==> config.mk <==
export PLATFORM = sky130hd
export DESIGN_NAME = fetch_unit
export DESIGN_NICKNAME = d
export VERILOG_FILES = /design/src/rtl/fetch_pkg.sv /design/src/rtl/fetch_buffer.sv /design/src/rtl/fetch_unit.sv
export SDC_FILE = /design/constraint.sdc
export NUM_CORES = 1
export LEC_CHECK = 0
export CAP_MARGIN = 15
export CORE_ASPECT_RATIO = 1.75
export CORE_UTILIZATION = 60
export CTS_CLUSTER_DIAMETER = 80
export DETAILED_ROUTE_END_ITERATION = 10
export DONT_BUFFER_PORTS = 1
export PLACE_DENSITY_LB_ADDON = 0.2
export SLEW_MARGIN = 10
export SYNTH_ARGS = -nofsm -noshare
export SYNTH_HDL_FRONTEND = slang
export SYNTH_SLANG_ARGS = --single-unit
==> constraint.sdc <==
create_clock -name clk -period 1.7 [get_ports clk]
set_input_delay 0.17 -clock clk [delete_from_list [all_inputs] [get_ports clk]]
set_output_delay 0.17 -clock clk [all_outputs]
set_load 0.1 [all_outputs]
==> src/rtl/fetch_pkg.sv <==
// Shared types and constants for the instruction fetch sequencer.
package fetch_pkg;

    // Fetch sequencer states: free to issue, one read in flight, in-flight read is stale.
    typedef enum logic [1:0] {
        S_REQ   = 2'd0,
        S_WAIT  = 2'd1,
        S_DRAIN = 2'd2
    } fetch_state_e;

    // Depth of the fetched-instruction queue and width of its occupancy counter.
    localparam int BUF_DEPTH           = 2;
    localparam int CNT_W               = 2;

    // Byte distance between sequential instructions.
    localparam int DEFAULT_INSTR_BYTES = 4;

endpackage : fetch_pkg

==> src/rtl/fetch_buffer.sv <==
// Two-entry FIFO of {fetch address, instruction word} between fetch and decode.
// Flush empties the queue in one cycle; the head entry is read straight from storage.
module fetch_buffer
    import fetch_pkg::*;
#(
    parameter int ADDR_W  = 32,
    parameter int INSTR_W = 32
) (
    input  logic               clk,
    input  logic               reset,
    input  logic               push,
    input  logic [ADDR_W-1:0]  push_pc,
    input  logic [INSTR_W-1:0] push_instr,
    input  logic               pop,
    input  logic               flush,
    output logic [ADDR_W-1:0]  head_pc,
    output logic [INSTR_W-1:0] head_instr,
    output logic [CNT_W-1:0]   count
);

    logic [ADDR_W-1:0]  pc_mem_r    [BUF_DEPTH];
    logic [INSTR_W-1:0] instr_mem_r [BUF_DEPTH];
    logic               wr_ptr_r;
    logic               rd_ptr_r;
    logic [CNT_W-1:0]   count_r;
    logic               do_push_s;
    logic               do_pop_s;

    // A flush wins over both push and pop; pop of an empty queue is ignored.
    always_comb begin
        do_push_s = 1'b0;
        do_pop_s  = 1'b0;
        if (flush) begin
            do_push_s = 1'b0;
            do_pop_s  = 1'b0;
        end else begin
            do_push_s = push;
            do_pop_s  = pop && (count_r != {CNT_W{1'b0}});
        end
    end

    // Entry storage, written at the write pointer on every accepted push.
    always_ff @(posedge clk or negedge reset) begin
        if (!reset) begin
            for (int i = 0; i < BUF_DEPTH; i++) begin
                pc_mem_r[i]    <= {ADDR_W{1'b0}};
                instr_mem_r[i] <= {INSTR_W{1'b0}};
            end
        end else if (do_push_s) begin
            pc_mem_r[wr_ptr_r]    <= push_pc;
            instr_mem_r[wr_ptr_r] <= push_instr;
        end
    end

    // Pointers and occupancy; simultaneous push and pop leave the count unchanged.
    always_ff @(posedge clk or negedge reset) begin
        if (!reset) begin
            wr_ptr_r <= 1'b0;
            rd_ptr_r <= 1'b0;
            count_r  <= {CNT_W{1'b0}};
        end else if (flush) begin
            wr_ptr_r <= 1'b0;
            rd_ptr_r <= 1'b0;
            count_r  <= {CNT_W{1'b0}};
        end else begin
            if (do_push_s) begin
                wr_ptr_r <= wr_ptr_r + 1'b1;
            end
            if (do_pop_s) begin
                rd_ptr_r <= rd_ptr_r + 1'b1;
            end
            case ({do_push_s, do_pop_s})
                2'b10:   count_r <= count_r + {{(CNT_W-1){1'b0}}, 1'b1};
                2'b01:   count_r <= count_r - {{(CNT_W-1){1'b0}}, 1'b1};
                default: count_r <= count_r;
            endcase
        end
    end

    assign head_pc    = pc_mem_r[rd_ptr_r];
    assign head_instr = instr_mem_r[rd_ptr_r];
    assign count      = count_r;

endmodule : fetch_buffer

==> src/rtl/fetch_unit.sv <==
// Instruction fetch sequencer: issues one imem read at a time from the current PC,
// advances the PC on acceptance, queues responses for decode and applies redirects.
module fetch_unit
    import fetch_pkg::*;
#(
    parameter int ADDR_W      = 32,
    parameter int INSTR_W     = 32,
    parameter int INSTR_BYTES = DEFAULT_INSTR_BYTES
) (
    input  logic               clk,
    input  logic               reset,
    input  logic [ADDR_W-1:0]  pc,
    output logic               pc_write,
    output logic [ADDR_W-1:0]  next_pc,
    output logic               imem_req_valid,
    input  logic               imem_req_ready,
    output logic [ADDR_W-1:0]  imem_req_addr,
    input  logic               imem_rsp_valid,
    input  logic [INSTR_W-1:0] imem_rsp_data,
    output logic               instr_valid,
    input  logic               instr_ready,
    output logic [INSTR_W-1:0] instr_data,
    output logic [ADDR_W-1:0]  instr_pc,
    input  logic               redirect_valid,
    input  logic [ADDR_W-1:0]  redirect_pc
);

    fetch_state_e       state_r;
    fetch_state_e       state_nxt_s;
    logic [ADDR_W-1:0]  tag_r;
    logic [CNT_W-1:0]   count_s;
    logic               buf_free_s;
    logic               req_valid_s;
    logic               accept_s;
    logic               push_s;
    logic               pop_s;
    logic               flush_s;
    logic               pc_write_s;
    logic [ADDR_W-1:0]  next_pc_s;

    // No request is in flight while in S_REQ, so buffer occupancy alone bounds issue.
    assign buf_free_s = (count_s < CNT_W'(BUF_DEPTH));
    assign pop_s      = instr_valid && instr_ready;

    // Next state, request issue, buffer push and PC update; redirect overrides the increment.
    always_comb begin
        state_nxt_s = state_r;
        req_valid_s = 1'b0;
        accept_s    = 1'b0;
        push_s      = 1'b0;
        flush_s     = 1'b0;
        pc_write_s  = 1'b0;
        next_pc_s   = {ADDR_W{1'b0}};
        case (state_r)
            S_REQ: begin
                if (!redirect_valid && buf_free_s) begin
                    req_valid_s = 1'b1;
                    if (imem_req_ready) begin
                        accept_s    = 1'b1;
                        state_nxt_s = S_WAIT;
                    end else begin
                        state_nxt_s = S_REQ;
                    end
                end else begin
                    state_nxt_s = S_REQ;
                end
            end
            S_WAIT: begin
                if (redirect_valid) begin
                    // A response arriving with the redirect is stale and simply dropped.
                    if (imem_rsp_valid) begin
                        state_nxt_s = S_REQ;
                    end else begin
                        state_nxt_s = S_DRAIN;
                    end
                end else if (imem_rsp_valid) begin
                    push_s      = 1'b1;
                    state_nxt_s = S_REQ;
                end else begin
                    state_nxt_s = S_WAIT;
                end
            end
            S_DRAIN: begin
                // The stale response retires the outstanding read even if another redirect lands now.
                if (imem_rsp_valid) begin
                    state_nxt_s = S_REQ;
                end else begin
                    state_nxt_s = S_DRAIN;
                end
            end
            default: begin
                state_nxt_s = S_REQ;
            end
        endcase

        if (redirect_valid) begin
            pc_write_s = 1'b1;
            next_pc_s  = redirect_pc;
            flush_s    = 1'b1;
        end else if (accept_s) begin
            pc_write_s = 1'b1;
            next_pc_s  = pc + ADDR_W'(INSTR_BYTES);
        end else begin
            pc_write_s = 1'b0;
            next_pc_s  = {ADDR_W{1'b0}};
        end
    end

    // FSM state register.
    always_ff @(posedge clk or negedge reset) begin
        if (!reset) begin
            state_r <= S_REQ;
        end else begin
            state_r <= state_nxt_s;
        end
    end

    // Address of the in-flight read, attached to its response when it is queued.
    always_ff @(posedge clk or negedge reset) begin
        if (!reset) begin
            tag_r <= {ADDR_W{1'b0}};
        end else if (accept_s) begin
            tag_r <= pc;
        end
    end

    fetch_buffer #(
        .ADDR_W  (ADDR_W),
        .INSTR_W (INSTR_W)
    ) u_buffer (
        .clk        (clk),
        .reset      (reset),
        .push       (push_s),
        .push_pc    (tag_r),
        .push_instr (imem_rsp_data),
        .pop        (pop_s),
        .flush      (flush_s),
        .head_pc    (instr_pc),
        .head_instr (instr_data),
        .count      (count_s)
    );

    // Combinational strobes are forced low while reset is held so all outputs read zero.
    assign imem_req_valid = reset && req_valid_s;
    assign imem_req_addr  = imem_req_valid ? pc : {ADDR_W{1'b0}};
    assign pc_write       = reset && pc_write_s;
    assign next_pc        = reset ? next_pc_s : {ADDR_W{1'b0}};
    assign instr_valid    = (count_s != {CNT_W{1'b0}});

endmodule : fetch_unit
==> results of run 1 <==
cells by family after synthesis:
group           Yosys count  synth area share, %
fa+ha+maj                 1                0.153
mux                     193                 26.6
buf+inv                  45                 2.45
flops                   166                 50.8
compound gates           37                 2.54
simple gates            231                 14.1
xor+xnor                 31                 3.32
cells in the mapped netlist, types with 4 or more instances:
library cell,count
mux2_1,5
nand4_1,10
clkbuf_1,19
nor2b_1,8
xnor2_1,9
dfrtp_1,166
and3_1,33
and2_1,5
a22oi_1,4
inv_1,4
buf_2,19
o21ai_0,6
mux2_2,187
o21ai_1,20
nand2_1,132
xor2_1,22
nand3_1,14
nor2_1,11
through the flow:
| stage | instances | setup slack, ps | util, % |
|---|---|---|---|
| after detailed placement | 1003 | -230 | 87.4 |
| after global placement | 1003 | -159 | 87.4 |
| after floorplan | 704 | -381 | - |
==> results by group, run 1 <==
Synthesis
  – Syn Inst Count: slightly above 700
  – Share of flip-flops with an asynchronous set or reset: between 90% and 100%
  – Warnings from Yosys: 0
  – Number of enable-type register cells in the synthesized netlist: 0
  – Synth area leaders: dfrtp_1 51%, mux2_2 26%, nand2_1 6.1%
  – Cell taking the most area after synthesis: dfrtp_1
  – Netlist area before placement: about 8200 µm²
  – Number of register bits inferred by synthesis: approximately 170
  – Portion of the post-synthesis area used by sequential elements: between 50% and 60%
  – Dominant register cell in the synthesized netlist: dfrtp_1
  – Number of library cell types mapped by synthesis: 40
  – Syn_nets: 807
  – Top-area cell type share of the netlist area: between 50% and 60%
  – Average cell area after synthesis: around 12 µm²

CTS
  – Number of levels the H-tree was split into: 4
  – Resized Gates After CTS: between 100 and 150
  – Cell at the root of the clock tree: clkbuf_16
  – Number of buffers between clock root and the deepest sink: 2
  – Sink count of the clock tree: between 150 and 200
  – Number of setup buffers added after CTS: 33
  – Clock buffer count from CTS: 17
  – Number of buffers added to fix hold violations after cts: 63

Die
  – Die Wd: roughly 90 µm
  – Initial standard-cell utilization of the core: 61.4%
  – Number of I/O pins: about 230
  – Row Count: 56
  – Height of the die: about 160 µm

Place
  – Detailed placement HPWL: roughly 18000 µm
  – Total of buffers placed on input and output ports: 0
  – Area after DPL: approximately 12000 µm²
  – Final weighted congestion of routability-driven global placement: ~0.9

Outcome
  – Run status: did not finish
  – Error that ended the run: [ERROR DPL-0038] Utilization greater than 100%, impossible to legalize
  – Stage where the flow stopped: 4_1_cts
==> inputs of run 2 (changes only) <==
CORE_ASPECT_RATIO = default   (was 1.75)
CORE_UTILIZATION = 40   (was 60)
CTS_CLUSTER_DIAMETER = default   (was 80)
PLACE_DENSITY_LB_ADDON = 0.15   (was 0.2)
==> results by group, run 2 <==
STA
  – Final Max Tran Viols: 0
  – Worst Setup Slack, final: -634 ps
  – Worst hold-check slack: -552 ps
  – Setup repair after global routing missed its margin: true
  – Final hold violation count: approximately 170
  – Final-report setup violation count: about 270
  – Slew HR: between 70% and 80%
  – Clock period minus final worst setup slack: approximately 2300 ps
  – Post-route clock skew: between 6 and 7 ps
  – Maximum operating frequency: around 430 MHz
  – Total Neg Setup Slack: -55240 ps
  – Final critical-path share of the clock period: 137%
  – Tightest Pin Transition: 372 ps

Critical path
  – Critical path endpoint category: output pin
  – CP required: 1530 ps
  – Setup CP Type: register to output pin
  – Startpoint class of the critical path: register
  – Data arrival, critical path: approximately 2200 ps
  – Critical path peak fanout: 6
  – Register-to-Register Path Depth: 10

Power
  – Power per cell area: between 1000 and 1500 nW/µm²
  – Overall power of the completed layout: roughly 0.022 W
  – Worst supply voltage drop on vdd: approximately 0.84 mV
  – Lkg Pwr: 6.62 nW

Hold path
  – HP Class: primary input to async pin

Outcome
  – Violated checks: hold timing, setup timing
  – Run status: finished, violations left

Run
  – Max-Cap Viols: 0

CTS
  – Number of levels the H-tree was split into: 4
  – TritonCTS clock tree: yes
  – Post-CTS clock slew at the launch and capture registers of the worst setup and hold paths: about 60 ps
  – Cell at the root of the clock tree: clkbuf_16
  – Sink count of the clock tree: about 170
  – Clock buffer count from CTS: 17
  – Number of buffers between clock root and the deepest sink: 2
  – Clock latency on the worst-skew pair: between 400 and 500 ps

Synthesis
  – Most repeated cell in the gate-level netlist after synthesis: mux2_2
  – Share of flip-flops with an asynchronous set or reset: 100%
  – Portion of the post-synthesis area used by sequential elements: between 50% and 60%
  – Synth area leaders: dfrtp_1 51%, mux2_2 26%, nand2_1 6.1%
  – Cell taking the most area after synthesis: dfrtp_1
  – Warnings from Yosys: 0
  – Number of library cell types mapped by synthesis: 40
  – Syn_nets: roughly 810
  – Most frequent cells after synthesis: 187 x mux2_2, 166 x dfrtp_1, 132 x nand2_1
  – Top-area cell type share of the netlist area: around half
  – Number of register bits inferred by synthesis: approximately 170
  – Syn Inst Count: 704
  – Netlist area before placement: ~8000 µm²
  – Number of enable-type register cells in the synthesized netlist: 0
  – Dominant register cell in the synthesized netlist: dfrtp_1
  – Average cell area after synthesis: approximately 12 µm²

Layout
  – Final cell count without fillers: about 1200
  – Top library cells by usage in the layout, fill and taps aside: 164 x dfrtp_1, 146 x buf_12, 128 x mux2_4
  – Final net count: between 1000 and 1500
  – Area added between synthesis and finish: 78.0%
  – Fin area: between 10000 and 15000 µm²
  – Largest registers: u_buffer.instr_mem_r (64), u_buffer.pc_mem_r (64), tag_r (32)
  – Diode count: 0
  – Commonest non-fill, non-tap cell in the layout: dfrtp_1
  – Layout cells sized above 1: a little under three fifths

Global route
  – Global-route congestion overflow total: 0
  – First-pass GRT wire length: about 42000 µm
  – Via count of the first global-routing pass: between 7000 and 8000
  – Antenna violations before repair: 1
  – Total global routing track utilization: 25.9%
  – Pin count of the biggest net entering global routing: about 210

Routing
  – Number of nets still failing antenna checks after routing: 0
  – Wire length per cell after detailed routing: 23.7 µm
  – DRC errors left: 0
  – Number of vias per cell after detailed routing: roughly 5.4
  – First DRT Iteration DRCs: roughly 330
  – Routed wire length: roughly 29000 µm
  – Number of vias in the routed layout: approximately 6700
  – Number of optimization iterations in the first detailed-route pass: 4

Die
  – Overall die area: between 20000 and 25000 µm²
  – Die Wd: roughly 140 µm
  – Placeable core area: 19700 µm²
  – Initial standard-cell utilization of the core: about two fifths
  – Row Count: around 50
  – Height of the die: 145 µm
  – Number of I/O pins: 233

Place
  – Final weighted congestion of routability-driven global placement: approximately 0.78
  – Area after DPL: approximately 12000 µm²
  – Total of buffers placed on input and output ports: 0
  – Detailed placement HPWL: between 15000 and 20000 µm
  – Number of cells after detailed placement: 1081
-- run 2: cell counts after synthesis --
No cell type changed its count.
-- run 2: repair_timing --
action	in CTS	in global routing
gates cloned	21	16
endpoints found under the setup margin	216	288
hold buffers	64	1
buffers inserted	34	14
gates resized for setup	149	100
endpoints found under the hold margin	267	172
pin swaps	21	22
-- run 2: cell families after synthesis --
kind of cell,after synthesis,share of synthesized area [%]
simple gates,231,14.1
mux,193,26.6
flops,166,50.8
buf+inv,45,2.45
compound gates,37,2.54
xor+xnor,31,3.32
fa+ha+maj,1,0.153
-- run 2: routing by layer --
metal | up-vias | part of all wire [%] | GRT usage (%)
met2 | 250 | 51 | 44.1
met1 | 3450 | 42 | 32.5
met4 | 0 | 1.9 | 8.46
met5 | - | 0 | 0
met3 | 34 | 5.4 | 5.66
li1 | 2959 | - | -
-- run 2: final cells by class --
class                      count  area, µm²
sequential                   166       4160
fill                        1194       5170
timing repair buffer         278       4510
clock inverter                 9        108
tap                          265        332
inverter                       4       17.5
clock buffer                  20        437
multi-input combinational    496       4990
-- run 2: worst paths after layout --
path	from	to	slack, ps
hold / removal	reset	u_buffer.instr_mem_r[40]	-550
max in group asynchronous	reset	u_buffer.count[1]	1900
setup / recovery	u_buffer.count[1]	next_pc[28]	-630
min in group clk	instr_ready	u_buffer.rd_ptr_r	-10
setup reg to reg	u_buffer.count[1]	tag_r[4]	-240
hold reg to reg	tag_r[24]	tag_r[24]	500
-- run 2: power breakdown --
group | leakage [nW] | switching [W] | internal, W
registers | 2.14 | 0.000685 | 0.00496
logic | 4.22 | 0.00715 | 0.00508
clock network | 0.262 | 0.00150 | 0.00213
total | 6.62 | 0.00934 | 0.0122
-- run 2: worst max-delay path, cell delays in order (launching register included) --
cell	delay, ps
dfrtp_2	430
nor4_4	350
and2_4	290
buf_12	150
nand2_8	110
o21ai_4	200
buf_12	190
-- run 2: metrics by stage --
step           util (%)  setup slack, ps
2_1_floorplan         -             -381
3_3_place_gp       58.4             -262
3_5_place_dp       58.4             -325
4_1_cts            71.7             -580
5_1_grt            73.8             -671
6_report           73.8             -634
(Power assumes the default switching activity.)
